[config.mk]
export PLATFORM = sky130hd
export DESIGN_NAME = regfile_scoreboard
export DESIGN_NICKNAME = d
export VERILOG_FILES = /design/src/rtl/regfile_scoreboard.sv
export SDC_FILE = /design/constraint.sdc
export NUM_CORES = 2
export LEC_CHECK = 0
export CORE_MARGIN = 2
export CORE_UTILIZATION = 46
export CTS_CLUSTER_SIZE = 25
export DETAILED_ROUTE_END_ITERATION = 12
export PLACE_DENSITY = 0.73
export SKIP_CTS_REPAIR_TIMING = 1
export SLEW_MARGIN = 15
export SYNTH_ARGS = -nofsm -noshare
export SYNTH_HDL_FRONTEND = slang
export SYNTH_SLANG_ARGS = --single-unit
[constraint.sdc]
create_clock -name clk -period 41.8 [get_ports clk]
set_input_delay 8.36 -clock clk [delete_from_list [all_inputs] [get_ports clk]]
set_output_delay 8.36 -clock clk [all_outputs]
set_load 0.02 [all_outputs]
[src/rtl/regfile_scoreboard.sv]
// regfile_scoreboard: integer register file with per-register pending-write scoreboard,
// two combinational read ports with optional write-through bypass.
module regfile_scoreboard #(
    parameter int XLEN   = 32,
    parameter int NREGS  = 32,
    parameter int AW     = $clog2(NREGS),
    parameter bit BYPASS = 1'b1
) (
    input  logic             clk,
    input  logic             rst,
    input  logic [AW-1:0]    rd_idx1,
    input  logic [AW-1:0]    rd_idx2,
    output logic [XLEN-1:0]  rd_data1,
    output logic [XLEN-1:0]  rd_data2,
    output logic             rd_busy1,
    output logic             rd_busy2,
    input  logic             wr_en,
    input  logic [AW-1:0]    wr_idx,
    input  logic [XLEN-1:0]  wr_data,
    input  logic             rsv_en,
    input  logic [AW-1:0]    rsv_idx,
    output logic             rsv_ok,
    input  logic             flush,
    output logic [NREGS-1:0] busy_vec,
    output logic [AW:0]      busy_cnt
);
    logic [XLEN-1:0]  r_regs [NREGS];
    logic [NREGS-1:0] r_busy;
    logic [AW:0]      r_cnt;
    logic [NREGS-1:0] w_busy_nxt;
    logic             w_set, w_clr, w_inc, w_dec, w_m1, w_m2;

    // A writeback to the very register being reserved frees it in the same cycle
    assign rsv_ok = rsv_en && (rsv_idx == '0 || !r_busy[rsv_idx] || (wr_en && wr_idx == rsv_idx));
    assign w_set  = rsv_ok && rsv_idx != '0 && !flush;
    assign w_clr  = wr_en && wr_idx != '0;
    assign w_inc  = w_set && !r_busy[rsv_idx];
    assign w_dec  = w_clr && r_busy[wr_idx] && !(w_set && rsv_idx == wr_idx);

    always_comb begin
        w_busy_nxt = r_busy;
        if (w_clr) w_busy_nxt[wr_idx] = 1'b0;
        if (w_set) w_busy_nxt[rsv_idx] = 1'b1;
        if (flush) w_busy_nxt = '0;
    end

    always_ff @(posedge clk or posedge rst) begin
        if (rst) begin
            r_busy <= '0;
            r_cnt  <= '0;
            for (int i = 0; i < NREGS; i++) r_regs[i] <= '0;
        end else begin
            r_busy <= w_busy_nxt;
            r_cnt  <= flush ? '0 : r_cnt + (AW+1)'(w_inc) - (AW+1)'(w_dec);
            if (w_clr) r_regs[wr_idx] <= wr_data;
        end
    end

    assign w_m1     = BYPASS && w_clr && wr_idx == rd_idx1;
    assign w_m2     = BYPASS && w_clr && wr_idx == rd_idx2;
    assign rd_data1 = w_m1 ? wr_data : (rd_idx1 == '0 ? '0 : r_regs[rd_idx1]);
    assign rd_data2 = w_m2 ? wr_data : (rd_idx2 == '0 ? '0 : r_regs[rd_idx2]);
    assign rd_busy1 = !w_m1 && r_busy[rd_idx1];
    assign rd_busy2 = !w_m2 && r_busy[rd_idx2];
    assign busy_vec = r_busy;
    assign busy_cnt = r_cnt;
endmodule

## Yosys cells after proc, flatten, opt, wreduce, memory -nomap -nowiden

Cells that the tools add are included.

| word-level totals | value |
|---|---|
| output and inout port bits | 105 |
| register bits | 1062 |
| latch bits | 0 |
| memories kept | 0 |
| memory bits (writable) | 0 |
| memory bits (read-only) | 0 |
| logic and storage cells | 113 |

| cells by class | value |
|---|---|
| divide/modulo/power cells | 0 |
| mux-type cells | 29 |
| reduce and logical (&&, ||, !) cells | 28 |
| $add $sub $neg | 2 |
| shifts and indexed selects | 0 |
| bitwise gates (word level) | 6 |
| multipliers | 0 |
| order comparisons | 10 |
| equality and inequality tests | 4 |

Operators with widths:

| cell | number |
|---|---|
| 1024-bit bitwise mux | 1 |
| 32-bit 2-to-1 mux | 12 |
| 32-bit binary-select mux with 5-bit select | 2 |
| 32-bit demux with 5-bit select | 1 |
| 32-bit bitwise AND | 1 |
| 32-bit inverter | 1 |
| 32-bit bitwise OR | 1 |
| 5-bit by 6-bit < comparator with 1-bit output (second input constant) | 4 |
| 1-bit binary-select mux with 5-bit select | 4 |
| 5-bit == test | 4 |
| 6-bit >= comparator (second input constant) | 3 |
| 5-bit inverter with 6-bit output | 3 |
| 1-bit logical AND | 16 |
| 5-bit logical NOT | 3 |
| 1-bit demux with 5-bit select | 2 |
| 5-bit by 1-bit >= comparator with 1-bit output (second input constant) | 2 |
| 5-bit nonzero test | 2 |
| 6-bit by 1-bit adder with 6-bit output | 1 |
| 6-bit by 1-bit < comparator with 1-bit output (second input constant) | 1 |
| 1-bit 2-to-1 mux | 6 |
| 6-bit 2-to-1 mux | 1 |
| 6-bit by 1-bit subtractor with 6-bit output | 1 |
| 1-bit logical NOT | 5 |
| 1-bit logical OR | 2 |

## Longest topological paths before layout

| logic depth | value |
|---|---|
| depth in word-level cells | 13 |
| mapped depth | 17 |
| gate-level depth less buffers | 14 |

## Worst setup path after synthesis

No wires, ideal clock.

| timing path | value |
|---|---|
| kind | input port to output port |
| start point | input port rsv_idx[1] |
| end point | output port rsv_ok |
| buffers on the path | 3 |
| path slack | 22.939 ns |
| cell stages on the path | 8 |
| arrival | 10.501 ns |
| required time | 33.440 ns |
| cell sequence | clkbuf_1 buf_2 mux2i_1 o32ai_1 nor4_1 o21ai_1 clkbuf_1 a21boi_0 |

| between the ends | value |
|---|---|
| word-level cells in the longest chain between the ends | 6 |
| elaborated cells on any way between the ends | 9 |

Ends and longest elaborated chain:

| element | line | source |
|---|---|---|
| start, declared | 21 | `input logic [AW-1:0] rsv_idx,` |
| 1-bit binary-select mux with 5-bit select | 34 | `assign rsv_ok = rsv_en && (rsv_idx == '0 \|\| !r_busy[rsv_idx] \|\| (wr_en && wr_idx == rsv_idx));` |
| 1-bit 2-to-1 mux (not written as such) | 34 |  |
| 1-bit logical NOT | 34 |  |
| 1-bit logical OR | 34 |  |
| 1-bit logical OR * | 34 |  |
| 1-bit logical AND * | 34 |  |
| end, declared | 22 | `output logic rsv_ok,` |

Mark *: on every way between the ends. The rest lies on a longest branch, timed or not. The select of a mux whose other input is x is not followed.

## Worst setup path in the final report

| timing path | value |
|---|---|
| start point | input port rd_idx2[0] |
| end point | output port rd_data2[22] |

| between the ends | value |
|---|---|
| word-level cells in the longest chain between the ends | 6 |
| elaborated cells on any way between the ends | 9 |

Ends and longest elaborated chain:

| element | line | source |
|---|---|---|
| start, declared | 12 | `input logic [AW-1:0] rd_idx2,` |
| 5-bit inverter with 6-bit output (not written as such) | 62 | `assign rd_data2 = w_m2 ? wr_data : (rd_idx2 == '0 ? '0 : r_regs[rd_idx2]);` |
| 32-bit binary-select mux with 5-bit select | 62 |  |
| 32-bit 2-to-1 mux (not written as such) (2 in series) | 62 |  |
| 32-bit 2-to-1 mux | 62 |  |
| 32-bit 2-to-1 mux * | 62 |  |
| end, declared | 14 | `output logic [XLEN-1:0] rd_data2,` |

Marked as above.

==> impl_metrics.toml <==
[outcome]
status = "complete, no violations"

[clock_tree]
cts_buffers = 109
cts_root_buf = "clkbuf_16"
clock_latency_ns = 0.71
clock-sinks = 1062
clkTransAtPathRegs_ns = 0.06
cts_tree = "built"
clockBufferDepth = 3
cts_max_level = 3

[run]
cap_violations = 0

[worst_setup_path]
cp-end-kind = "primary output"
required_ns = 33.44
path_class = "in2out"
critPathLaunchType = "input port"
path_cells = "buf_8, buf_4, buf_4, buf_4, mux4_2, a22oi_1, nor2_1, a2111o_1, clkdlybuf4s50_1"
cp_max_fo = 67
cpMaxStageDelayCell = "buf_4"
cpMostUsedCell = "buf_4"
critical-path-max-stage-delay_ns = 0.91
cp.arrival_ns = 13.51

[power_and_ir_drop]
power.density_mw_per_mm2 = 46.3
p_leak_nw = 28.6
combinationalPowerShare = 0.213
p_seq_frac = 0.449
internal-power_w = 0.00216
peakVddDrop_mv = 0.0443
total_power_w = 0.00302
switching_share = 0.285
switching_power_w = 0.000861
clock_power_share = 0.337

[yosys]
synth_enable_flop_cells = 0
synth.distinct_cells = 57
synth_area_leaders = "dfrtp_1 (45%), mux2_2 (19%), mux4_2 (11%)"
synth_area_leader_cell = "dfrtp_1"
synth_most_common_cell = "dfrtp_1"
synthTopCellsByCount = "dfrtp_1 (1,062), mux2_2 (994), mux2i_1 (537)"
synth_top_area_frac = 0.453
ys_seq_elements = 1062
synth_nets = 4535
synth.yosys.seq_area_share = 0.453
syn_area_sq_mm = 0.0587
postSynth.asyncResetShare = 1.00
syn_inst = 4471
ys.warnings.count = 0
synth-main-ff-cell = "dfrtp_1"
syn_avg_cell_area_sq_um = 13.1

[sta]
worst_pin_slew_ns = 1.18
finalHoldViolCount = 0
relSlewSlack = 0.211
max_freq_ghz = 0.0457
fin_skew_ns = 0.0111
finalSetupViolations = 0
drv_slew = 0
rsz0062_at_grt = "false"
tns_ns = 0
period_share = 0.523
period_minus_slack_ns = 21.87

[drt]
ant_nets = 0
drc_errors = 0
viasPerCell = 6.86
drtPass1Iterations = 8
wl_per_cell_microns = 30.7
wirelength_microns = 188000
num_vias = 41886
drt_iter0_drc = 4824

[layout]
fin_nets = 4420
fin_util = 0.514
area_growth_pct = 11.3
drive_above_1_share = 0.362

[placed_design]
dp_hpwl_microns = 102000
io_buffer_count = 161
gp_congestion = 0.878

[grt]
grt_overflow_total = 0
grt_pass1_vias = 42041
grt_max_degree = 180
grtUsageTotal = 0.284
antenna_found_initial = 8
grt_pass1_wl_microns = 279000

[floorplan]
rows = 131
die_w_microns = 361
ios = 162
core_area_sq_mm = 0.127
start_util = 0.462
dieArea_sq_mm = 0.130
fp.dieH_microns = 361

[min_path]
min_path_type = "reg2reg"
==> cells in the final DEF, fill, tap and decap left out, types with 36 or more instances in the layout <==
cell,count
mux2i_1,537
clkbuf_16,114
buf_4,104
nand2_1,36
a2111o_1,62
mux4_2,277
a21oi_1,83
nor2_1,227
a22oi_1,129
a221oi_1,258
o21ai_0,71
mux2_2,994
dfrtp_1,1062
clkdlybuf4s50_1,155
==> metal layers <==
layer,GRT usage,share of wire,routed length [microns]
met5,0,0.00020,38
met2,0.443,0.46,86400
met3,0.0627,0.095,17700
met4,0.142,0.055,10400
met1,0.374,0.39,72900
==> kinds of logic after synthesis <==
kind of cell               count (synthesis)  share of synthesized area
AOI/OAI and AO/OA                        676                     0.0903
buffers and inverters                    513                     0.0345
xor gates and xnor gates                  19                    0.00284
DFF                                     1062                      0.453
and+or+nand+nor                          386                     0.0292
adders and majority gates                  7                    0.00162
muxes                                   1808                      0.389
==> power groups by stage <==
stage	clock network, W	registers (W)	logic [W]
floorplan	0	0.00133	0.000489
global placement	0	0.00136	0.000623
detailed placement	0	0.00137	0.000638
CTS	0.00103	0.00135	0.000642
global route	0.00107	0.00138	0.000689
finish	0.00102	0.00136	0.000645
==> worst max-delay path, delay by kind of cell <==
family                 cells  cell delay, ns
AOI/OAI and AO/OA          2            0.67
buffers and inverters      5            3.68
and+or+nand+nor            1            0.06
muxes                      1            0.59
==> flip-flops by register name, summed over array words and instances (netlist names) <==
signal / cells
busy_vec: 32
r_regs: 1024
busy_cnt: 6
==> metrics by stage <==
stage | setup WS [ns] | std cells | cell area, sq um | hold slack, ns
after detailed placement | 19.92 | 5907 | 61600 | 0.388
after CTS | 19.91 | 6105 | 65300 | 0.402
after global placement | 19.95 | 5907 | 61600 | 0.385
after global routing | 19.66 | 6108 | 65300 | 0.416
after floorplan | 3.55 | 4471 | 58700 | 0.445
final | 19.93 | 6110 | 65300 | 0.400
==> area by class of cell <==
class	count	area (sq um)
repair buffers	268	2480
diodes	5	12.5
well taps	1662	2080
clock buffers	165	3310
fillers	10501	61700
flip-flops and latches	1062	26600
inverters	19	83.8
clock inverters	33	415
multi-input cells	2896	30400
==> path summary, 6_finish.rpt <==
kind                                 to  cells after the start  slack [ns]          from
min in group asynchronous   r_regs[353]                      2        8.20           rst
setup reg to reg            busy_cnt[5]                     14       37.42  busy_vec[14]
hold / removal             r_regs[1016]                      0        0.40  r_regs[1016]
setup / recovery           rd_data2[22]                      9       19.93    rd_idx2[0]
hold reg to reg            r_regs[1016]                      0        0.40  r_regs[1016]
max in group asynchronous   r_regs[659]                      6       29.84           rst
No activity file was read; power rests on OpenSTA's default activity.
